## src/rtl/apb_master.sv

```systemverilog
// APB initiator: commands are queued in a small FIFO and run one at a time as
// SETUP/ACCESS transfers, each returning one response (read data or timeout).
module apb_master #(
  parameter int WORD_SIZE      = 32,
  parameter int FIFO_DEPTH     = 4,
  parameter int TIMEOUT_CYCLES = 16
) (
  input  logic                 CLK,
  input  logic                 RST,
  input  logic                 cmd_valid,
  output logic                 cmd_ready,
  input  logic                 cmd_write,
  input  logic [WORD_SIZE-1:0] cmd_addr,
  input  logic [WORD_SIZE-1:0] cmd_wdata,
  output logic                 rsp_valid,
  input  logic                 rsp_ready,
  output logic [WORD_SIZE-1:0] rsp_rdata,
  output logic                 rsp_timeout,
  output logic                 busy,
  output logic [WORD_SIZE-1:0] PADDR,
  output logic [WORD_SIZE-1:0] PWDATA,
  output logic                 PWRITE,
  output logic                 PSEL,
  output logic                 PENABLE,
  input  logic [WORD_SIZE-1:0] PRDATA,
  input  logic                 PREADY
);

  localparam int PTR_W = $clog2(FIFO_DEPTH);
  localparam int CNT_W = $clog2(FIFO_DEPTH + 1);
  localparam int TO_W  = $clog2(TIMEOUT_CYCLES + 1);

  typedef enum logic [1:0] {IDLE, SETUP, ACCESS, RESP} state_t;

  typedef struct packed {
    logic                 write;
    logic [WORD_SIZE-1:0] addr;
    logic [WORD_SIZE-1:0] wdata;
  } cmd_t;

  state_t               state_q, state_d;
  cmd_t                 mem_q [FIFO_DEPTH];
  cmd_t                 mem_d [FIFO_DEPTH];
  cmd_t                 head;
  logic [PTR_W-1:0]     wr_ptr_q, wr_ptr_d;
  logic [PTR_W-1:0]     rd_ptr_q, rd_ptr_d;
  logic [CNT_W-1:0]     count_q, count_d;
  logic [TO_W-1:0]      to_cnt_q, to_cnt_d;
  logic [TO_W-1:0]      to_cnt_inc;
  logic [WORD_SIZE-1:0] paddr_q, paddr_d;
  logic [WORD_SIZE-1:0] pwdata_q, pwdata_d;
  logic                 pwrite_q, pwrite_d;
  logic                 psel_q, psel_d;
  logic                 penable_q, penable_d;
  logic                 rsp_valid_q, rsp_valid_d;
  logic [WORD_SIZE-1:0] rsp_rdata_q, rsp_rdata_d;
  logic                 rsp_timeout_q, rsp_timeout_d;
  logic                 full, empty, push, pop;

  // cmd_ready comes from the registered count only; a same-cycle pop never frees a slot early
  assign full       = (count_q == CNT_W'(FIFO_DEPTH));
  assign empty      = (count_q == '0);
  assign push       = cmd_valid & ~full;
  assign head       = mem_q[rd_ptr_q];
  assign to_cnt_inc = to_cnt_q + 1'b1;

  always_comb begin
    mem_d    = mem_q;
    wr_ptr_d = wr_ptr_q;
    if (push) begin
      mem_d[wr_ptr_q] = '{write: cmd_write, addr: cmd_addr, wdata: cmd_wdata};
      wr_ptr_d        = wr_ptr_q + 1'b1;
    end
  end

  always_comb begin
    state_d       = state_q;
    pop           = 1'b0;
    to_cnt_d      = to_cnt_q;
    paddr_d       = paddr_q;
    pwdata_d      = pwdata_q;
    pwrite_d      = pwrite_q;
    psel_d        = psel_q;
    penable_d     = penable_q;
    rsp_valid_d   = rsp_valid_q;
    rsp_rdata_d   = rsp_rdata_q;
    rsp_timeout_d = rsp_timeout_q;
    unique case (state_q)
      IDLE: begin
        if (!empty) begin
          pop      = 1'b1;
          paddr_d  = head.addr;
          pwdata_d = head.wdata;
          pwrite_d = head.write;
          psel_d   = 1'b1;
          state_d  = SETUP;
        end
      end
      SETUP: begin
        penable_d = 1'b1;
        to_cnt_d  = '0;
        state_d   = ACCESS;
      end
      ACCESS: begin
        // PREADY wins over an expiring counter in the same cycle
        if (PREADY) begin
          rsp_rdata_d   = pwrite_q ? '0 : PRDATA;
          rsp_timeout_d = 1'b0;
          rsp_valid_d   = 1'b1;
          psel_d        = 1'b0;
          penable_d     = 1'b0;
          to_cnt_d      = '0;
          state_d       = RESP;
        end else if (to_cnt_inc == TO_W'(TIMEOUT_CYCLES)) begin
          rsp_rdata_d   = '0;
          rsp_timeout_d = 1'b1;
          rsp_valid_d   = 1'b1;
          psel_d        = 1'b0;
          penable_d     = 1'b0;
          to_cnt_d      = '0;
          state_d       = RESP;
        end else begin
          to_cnt_d = to_cnt_inc;
        end
      end
      RESP: begin
        if (rsp_ready) begin
          rsp_valid_d = 1'b0;
          if (!empty) begin
            pop      = 1'b1;
            paddr_d  = head.addr;
            pwdata_d = head.wdata;
            pwrite_d = head.write;
            psel_d   = 1'b1;
            state_d  = SETUP;
          end else begin
            state_d = IDLE;
          end
        end
      end
      default: state_d = IDLE;
    endcase
  end

  always_comb begin
    rd_ptr_d = pop ? rd_ptr_q + 1'b1 : rd_ptr_q;
    unique case ({push, pop})
      2'b10:   count_d = count_q + 1'b1;
      2'b01:   count_d = count_q - 1'b1;
      default: count_d = count_q;
    endcase
  end

  always_ff @(posedge CLK) begin
    if (RST) begin
      state_q       <= IDLE;
      wr_ptr_q      <= '0;
      rd_ptr_q      <= '0;
      count_q       <= '0;
      to_cnt_q      <= '0;
      paddr_q       <= '0;
      pwdata_q      <= '0;
      pwrite_q      <= 1'b0;
      psel_q        <= 1'b0;
      penable_q     <= 1'b0;
      rsp_valid_q   <= 1'b0;
      rsp_rdata_q   <= '0;
      rsp_timeout_q <= 1'b0;
    end else begin
      state_q       <= state_d;
      wr_ptr_q      <= wr_ptr_d;
      rd_ptr_q      <= rd_ptr_d;
      count_q       <= count_d;
      to_cnt_q      <= to_cnt_d;
      paddr_q       <= paddr_d;
      pwdata_q      <= pwdata_d;
      pwrite_q      <= pwrite_d;
      psel_q        <= psel_d;
      penable_q     <= penable_d;
      rsp_valid_q   <= rsp_valid_d;
      rsp_rdata_q   <= rsp_rdata_d;
      rsp_timeout_q <= rsp_timeout_d;
    end
  end

  // Queue payload needs no reset: the count alone decides what is valid
  always_ff @(posedge CLK) begin
    mem_q <= mem_d;
  end

  assign cmd_ready   = ~full;
  assign busy        = (state_q != IDLE) | ~empty;
  assign PADDR       = paddr_q;
  assign PWDATA      = pwdata_q;
  assign PWRITE      = pwrite_q;
  assign PSEL        = psel_q;
  assign PENABLE     = penable_q;
  assign rsp_valid   = rsp_valid_q;
  assign rsp_rdata   = rsp_rdata_q;
  assign rsp_timeout = rsp_timeout_q;

endmodule

```

## config.mk

```make
export PLATFORM = sky130hd
export DESIGN_NAME = apb_master
export DESIGN_NICKNAME = d
export VERILOG_FILES = /design/src/rtl/apb_master.sv
export SDC_FILE = /design/constraint.sdc
export NUM_CORES = 1
export LEC_CHECK = 0
export CELL_PAD_IN_SITES_DETAIL_PLACEMENT = 1
export CELL_PAD_IN_SITES_GLOBAL_PLACEMENT = 1
export CORE_ASPECT_RATIO = 0.9
export CORE_MARGIN = 5
export CORE_UTILIZATION = 30
export DETAILED_ROUTE_END_ITERATION = 6
export PLACE_DENSITY = 0.67
export SLEW_MARGIN = 20
export SYNTH_ARGS = -nofsm -noshare
export SYNTH_HDL_FRONTEND = slang
export SYNTH_SLANG_ARGS = --single-unit
```

## constraint.sdc

```tcl
create_clock -name CLK -period 4.6 [get_ports CLK]
set_clock_uncertainty 0.2 [all_clocks]
set_input_delay 0.92 -clock CLK [delete_from_list [all_inputs] [get_ports CLK]]
set_output_delay 0.92 -clock CLK [all_outputs]
set_load 0.02 [all_outputs]
```

-- Word-level counts from Yosys, hierarchy flattened
Cells that the tools add are included.
- register bits: 375
- latch bits: 0
- bits in writable memories: 0
- memory bits (read-only): 0
- output and inout port bits: 103
- memories: 0
- $add $sub $neg: 5
- multiply operators: 0
- div/mod/pow operators: 0
- order comparisons: 3
- equality and inequality tests: 10
- shifts and indexed selects: 0
- mux-type cells: 42
- bitwise logic cells: 6
- reduce and logical (&&, ||, !) cells: 16
- operator list (kind ; number):
    $bwmux 260 ; 1
    $mux 32 ; 7
    $mux 65 ; 3
    $bmux 65 s2 ; 1
    $demux 65 s2 ; 1
    $pmux 32 s2 ; 2
    $mux 1 ; 13
    $reduce_bool 2->1 ; 6
    $mux 5 ; 2
    $pmux 5 s2 ; 1
    $reduce_and 3->1 ; 3
    $mux 2 ; 4
    $pmux 1 s2 ; 4
    $pmux 2 s4 ; 1
    $eq 2x2->1 const B ; 3
    $ge 3x3->1 const B ; 2
    $not 2->3 ; 2
    $pmux 3 s2 ; 1
    $reduce_and 2->1 ; 3
    $add 5x1->5 const B ; 1
    $eq 5x5->1 const B ; 1
    $add 2x1->2 const B ; 2
    $eq 2x1->1 const B ; 2
    $ne 2x2->1 const B ; 2
    13 further kinds ; 14

-- Longest topological paths before layout
Gate-level depths: netlist of the first run.
- word-level depth: 7
- mapped depth: 9

-- Worst setup path before layout of the first run
Ideal clock, no wire load.
- path kind: input to register
- from: input port cmd_valid
- to: register mem_q[0] (netlist name) (enable)
- data arrival time: 2.487 ns
- required time: 3.970 ns
- setup slack: 1.483 ns
- stages on the path: 1
- buffers on the path: 0
- cell sequence: and3_1
- longest elaborated chain between the ends: 1
- ends and longest elaborated chain (item ; line ; source):
    start: declaration ; 10 ; input logic cmd_valid,
    $and 1x1->1 ; 63 ; assign push = cmd_valid & ~full;
    end signal: assignment ; 188 ; mem_q <= mem_d;
    end: declaration ; 42 ; cmd_t mem_q [FIFO_DEPTH];
Every way passes these cells.
A chain may end at the register's enable or synchronous reset.

-- Worst setup path after layout of the first run
- from: register state_q[0]
- to: output port busy
- longest elaborated chain between the ends: 2
- ends and longest elaborated chain (item ; line ; source):
    start: declaration ; 41 ; state_t state_q, state_d;
    start signal: assignment ; 170 ; state_q <= state_d;
    $reduce_bool 2->1 ; 192 ; assign busy = (state_q != IDLE) | ~empty;
    $or 1x1->1 ; 192 ;
    end: declaration ; 19 ; output logic busy,
Every way passes these cells.

==> results of run 1 <==
-- critical path, cell delays in order, from the launching register on --
cell and delay (ps):
dfxtp_1 390, inv_1 120, ha_1 260, nand2_1 90, clkdlybuf4s50_1 620
-- placed cells by master, fill, tap and decap left out, drive strengths merged, types with 10 or more instances in the layout --
master,count
dfxtp,115
ha,11
a21oi,108
clkinv,14
mux4,65
edfxtp,260
buf,11
nor2,13
inv,10
clkdlybuf4s50,203
clkbuf,56
nand2,177
o21ai,38
-- final cells by class --
class / instances / area [um^2]
antenna: 2 / 5.00
clock buffer: 56 / 1150
clock inverter: 21 / 234
fill: 4666 / 27500
inverter: 9 / 33.8
multi-input combinational: 455 / 3430
sequential: 375 / 10100
tap: 608 / 761
timing repair buffer: 214 / 2180
-- cell families (layout without fill, tap and decap cells) --
kind of cell / after synthesis / in the layout / share of synthesized area [%]
flops: 375 / 375 / 73.2
simple gates: 211 / 211 / 6.14
compound gates: 159 / 159 / 6.20
mux: 68 / 68 / 10.8
buf+inv: 62 / 300 / 2.23
fa+ha+maj: 12 / 12 / 1.14
xor+xnor: 5 / 5 / 0.317
other cells: 0 / 2 / 0
-- stage by stage --
stage | hold WS, ps | utilization, % | setup WS, ps
after floorplan | 258 | - | 1480
after global placement | 243 | 36.3 | 1360
after detailed placement | 249 | 36.3 | 1340
after CTS | 257 | 39.4 | 1400
after global routing | 277 | 39.4 | 1350
final | 254 | 39.4 | 1450
-- flip-flops by register name, summed over array words and instances, names as in the netlist --
register     cells
PSEL             1
rd_ptr_q         2
PWDATA          32
PADDR           32
PENABLE          1
rsp_rdata       32
to_cnt_q         5
rsp_timeout      1
rsp_valid        1
PWRITE           1
state_q          2
count_q          3
wr_ptr_q         2
mem_q          260
-- layer usage --
metal	vias up	global-route usage, %	part of all wire (%)
met4	2	3.24	1.9
met3	42	3.99	5.9
met1	4047	17.2	45
met5	-	0	0.033
li1	3741	-	-
met2	197	21.6	47
-- worst min-delay path by stage --
stage / cells past startpoint / slack [ps] / to / from
global placement: 2 / 240 / PWDATA[27] / PWDATA[27]
global route: 2 / 280 / PADDR[7] / PADDR[7]
detailed placement: 2 / 250 / PWDATA[25] / PWDATA[25]
CTS: 2 / 260 / PWDATA[25] / PWDATA[25]
floorplan: 2 / 260 / to_cnt_q[2] / to_cnt_q[2]
finish: 2 / 250 / PADDR[7] / PADDR[7]
-- where the power goes --
part	internal (mW)	leakage, nW	switching, mW	total (mW)
Sequential	4.21	3.32	0.310	4.52
Clock	1.95	0.671	1.38	3.33
Combinational	1.22	1.74	1.64	2.85
Total	7.38	5.74	3.33	10.7
==> flow_summary_export.csv, run 1 <==
group,metric,value,unit
layout,fin_cells,1740,
flow_run,drv_cap,0,
synthesis,synth_cell_types,44,
synthesis,post-synth-top-count-cell,"edfxtp_1",
routing,drt-wirelength-per-cell,19.3,um
synthesis,syn_area_per_cell,15.5,um^2
place,place_inst,1661,
grt,gr-total-overflow,0,
synthesis,yosysTopAreaCell,"edfxtp_1",
clock_tree,ctsHoldBuffers,0,
place,dp.final_hpwl,19.7,mm
sta,fmax,318,MHz
grt,antenna_found_initial,1,
clock_tree,clk_latency,570,ps
floorplan,num_rows,74,
routing,routed_wl,33.5,mm
layout,layout-drive-gt1-share,13.7,%
synthesis,yosysWarnings,0,
synthesis,synth-seq-cells,375,
synthesis,synth_area_leaders,"edfxtp_1 56%, dfxtp_1 17%, mux4_2 11%",
synthesis,synthArstFlopShare,0,%
floorplan,die_area,0.0505,mm^2
routing,drc_errors,0,
synthesis,synthesis.area,0.0138,mm^2
hold_path,hold_path.class,"flop to flop",
clock_tree,clk_root_buffer_cell,"clkbuf_16",
floorplan,fp.dieW,236,um
setup_path,endpoint,"busy",
synthesis,ys.flop_type,"edfxtp_1",
floorplan,ios,205,
run_status,status,"finished clean",
setup_path,r2r_cells,8,
synthesis,yosys-top-cells-count,"260 x edfxtp_1, 177 x nand2_1, 115 x dfxtp_1",
sta,worst_slew_pin_slew,1040,ps
pwr,finalPower,10.7,mW
sta,post-route-period-util,68.4,%
setup_path,cp.required,3480,ps
place,gp_congestion,0.754,
sta,finalHoldViolCount,0,
grt,grt_pass1_wl,51.6,mm
clock_tree,cts.htree.levels,2,
routing,drt_iter0_markers,522,
setup_path,r2r-end,"count_q[2]",
layout,area_growth,29.6,%
setup_path,cp_data_arrival_time,2030,ps
pwr,ir_worst_vdd,0.554,mV
synthesis,synth.top_cell.area_share,56.5,%
setup_path,r2r_slack,1860,ps
sta,relSlewSlack,30.4,%
pwr,pwr_density_cell,598,mW/mm^2
synthesis,syn_nets,1006,
clock_tree,clkTransAtPathRegs,60,ps
grt,grt_max_degree,86,
synthesis,seq_area_frac_synth,73.2,%
setup_path,r2r_start,"state_q[0]",
clock_tree,post_cts_buffers,0,
floorplan,die_y,214,um
setup_path,endpoint_kind,"output pin",
clock_tree,clockBufferDepth,3,
sta,slew_viol_final,0,
routing,postRouteAntennaNets,0,
routing,vias,8029,
synthesis,synth_edf_count,260,
layout,final_cell_area,0.0179,mm^2
setup_path,worst_setup_path_start_kind,"flop",
sta,setup_tns,0,ps
grt,grt_use_total,13.1,%
pwr,leakage,5.74,nW
floorplan,design.core.area,0.0455,mm^2
place,io_buffers,204,
sta,period_minus_slack,3150,ps
clock_tree,cts.sinks,375,
sta,rsz0062_at_grt,"no",
setup_path,path_class,"flop to output pin",
setup_path,crit_path_max_fanout,4,
routing,drt_first_pass_iters,4,
clock_tree,postCtsResizedCells,0,
place,place_area,0.0165,mm^2
layout,nNetsFinal,1211,
setup_path,critPathLaunch,"state_q[0]",
floorplan,initial_core_util,30.4,%
grt,grt_pass1_vias,8654,
synthesis,synthCells,892,
sta,finalSetupViolations,0,
clock_tree,cts_made_buffers,42,
routing,vias_per_cell,4.61,
clock_tree,cts_tree,"built",
Note: power is estimated with default switching activity, not from simulation.
==> run 2: changes to the inputs <==
--- a/config.mk
+++ b/config.mk
@@ -11,7 +11,7 @@
 export CORE_MARGIN = 5
 export CORE_UTILIZATION = 30
 export DETAILED_ROUTE_END_ITERATION = 6
-export PLACE_DENSITY = 0.67
+export PLACE_DENSITY = 0.69
 export SLEW_MARGIN = 20
 export SYNTH_ARGS = -nofsm -noshare
 export SYNTH_HDL_FRONTEND = slang
==> constraint.sdc (replaced) <==
create_clock -name CLK -period 2.65 [get_ports CLK]
set_clock_uncertainty 0.2 [all_clocks]
set_input_delay 0.53 -clock CLK [delete_from_list [all_inputs] [get_ports CLK]]
set_output_delay 0.53 -clock CLK [all_outputs]
set_load 0.02 [all_outputs]
==> flow_summary_export.csv, run 2 (synthesis results as in run 1) <==
group,metric,value,unit
run_status,status,"finished clean",
routing,routed_wl,34.7,mm
grt,grt_use_total,13.8,%
setup_path,path_class,"flop to flop",
sta,finalSetupViolations,0,
grt,gr-total-overflow,0,
place,place_area,0.0168,mm^2
pwr,finalPower,19.3,mW
clock_tree,clkTransAtPathRegs,60,ps
sta,relSlewSlack,60.7,%
place,dp.final_hpwl,21.4,mm
clock_tree,cts_tree,"built",
floorplan,design.core.area,0.0455,mm^2
layout,final_cell_area,0.0183,mm^2
layout,area_growth,32.4,%
sta,worst_slew_pin_slew,589,ps
floorplan,ios,205,
setup_path,cpMaxStageDelayCell,"dfxtp_1",
setup_path,path_cells,"inv_1 -> ha_1 -> a21oi_1 -> nor3_1 -> ha_1 -> fa_1 -> xnor2_1 -> or3_1 -> a21oi_1",
grt,grt_pass1_vias,8954,
clock_tree,cts_made_buffers,42,
grt,grt_pass1_wl,54.2,mm
sta,finalHoldViolCount,0,
flow_run,drv_cap,0,
clock_tree,cts.htree.levels,2,
floorplan,fp.dieW,236,um
clock_tree,clockBufferDepth,3,
routing,drt_first_pass_iters,4,
floorplan,die_y,214,um
clock_tree,clk_root_buffer_cell,"clkbuf_16",
place,io_buffers,204,
setup_path,endpoint_kind,"flop",
floorplan,num_rows,74,
routing,drt-wirelength-per-cell,19.7,um
sta,rsz0062_at_grt,"no",
sta,fmax,406,MHz
routing,vias,8175,
setup_path,cp.required,2920,ps
setup_path,crit_path_max_fanout,5,
layout,layout-drive-gt1-share,15.2,%
layout,antenna_cells,0,
floorplan,die_area,0.0505,mm^2
place,gp_congestion,0.763,
setup_path,worst_setup_path_start_kind,"flop",
layout,final_util,40.2,%
grt,grt_max_degree,72,
routing,drt_iter0_markers,336,
layout,most-common-layout-cells,"260 x edfxtp_1, 201 x clkdlybuf4s50_1, 176 x nand2_1, 112 x dfxtp_1, 106 x a21oi_1",
pwr,pwr_density_cell,1060,mW/mm^2
pwr,leakage,5.93,nW
grt,antenna_found_initial,2,
routing,drc_errors,0,
hold_path,hold_path.class,"input port to flop",
routing,vias_per_cell,4.65,
routing,postRouteAntennaNets,0,
layout,top_register,"mem_q",
layout,final_common_cell,"edfxtp_1",
pwr,ir_worst_vdd,0.546,mV
sta,slew_viol_final,0,
setup_path,max_stage_delay,390,ps
sta,setup_tns,0,ps
sta,period_minus_slack,2460,ps
sta,post-route-period-util,93.0,%
layout,largest_reg_flops,260,
floorplan,initial_core_util,30.4,%
clock_tree,clk_latency,560,ps
setup_path,cp_data_arrival_time,2740,ps
sta,hold_ws,155,ps
clock_tree,cts.sinks,375,
layout,nNetsFinal,1229,
run 2: metal layers:
layer	GRT usage [%]	share of wire, %
met3	3.72	5.7
met4	3.74	1.7
met5	0	0.10
met2	23.7	49
met1	17.5	44
run 2: worst paths after layout:
kind              depth (start not counted)         end        from  slack [ps]
setup / recovery                          9  count_q[2]  state_q[1]         190
hold / removal                            2   PADDR[13]         RST         160
setup reg to reg                          9  count_q[2]  state_q[1]         190
hold reg to reg                           2  PWDATA[24]  PWDATA[24]         250
run 2: worst max-delay path: cells and delay by family, from the launching register on:
kind            cells  cell delay [ps]
fa+ha+maj           3              870
buf+inv             1              100
xor+xnor            1              140
simple gates        2              400
compound gates      2              280
flops               1              390
run 2: stage by stage:
| stage | worst slack (ps) | cells |
|---|---|---|
| 6_report | 186 | 1757 |
| 5_1_grt | 26.2 | 1757 |
| 4_1_cts | 130 | 1757 |
| 3_5_place_dp | -96.6 | 1679 |
| 3_3_place_gp | -52.9 | 1679 |
| 2_1_floorplan | 301 | 892 |
run 2: report_power, final:
group          internal (mW)  switching, mW  total (mW)
Clock                   3.78           2.33        6.10
Combinational           2.38           3.02        5.40
Sequential              7.31          0.501        7.81
Total                   13.5           5.85        19.3
run 2: area by class of cell:
type                    instances  area (um^2)
clock buffers                  59         1210
multi-input cells             455         3430
flip-flops and latches        375        10100
inverters                       9         37.5
fillers                      4604        27200
clock inverters                19          267
repair buffers                232         2470
well taps                     608          761
run 2: repair_timing:
item                                    in CTS  in global routing
buffers inserted                             0                  0
hold buffers                                 0                  0
endpoints found under the setup margin       2                 16
gates resized for setup                      2                  2
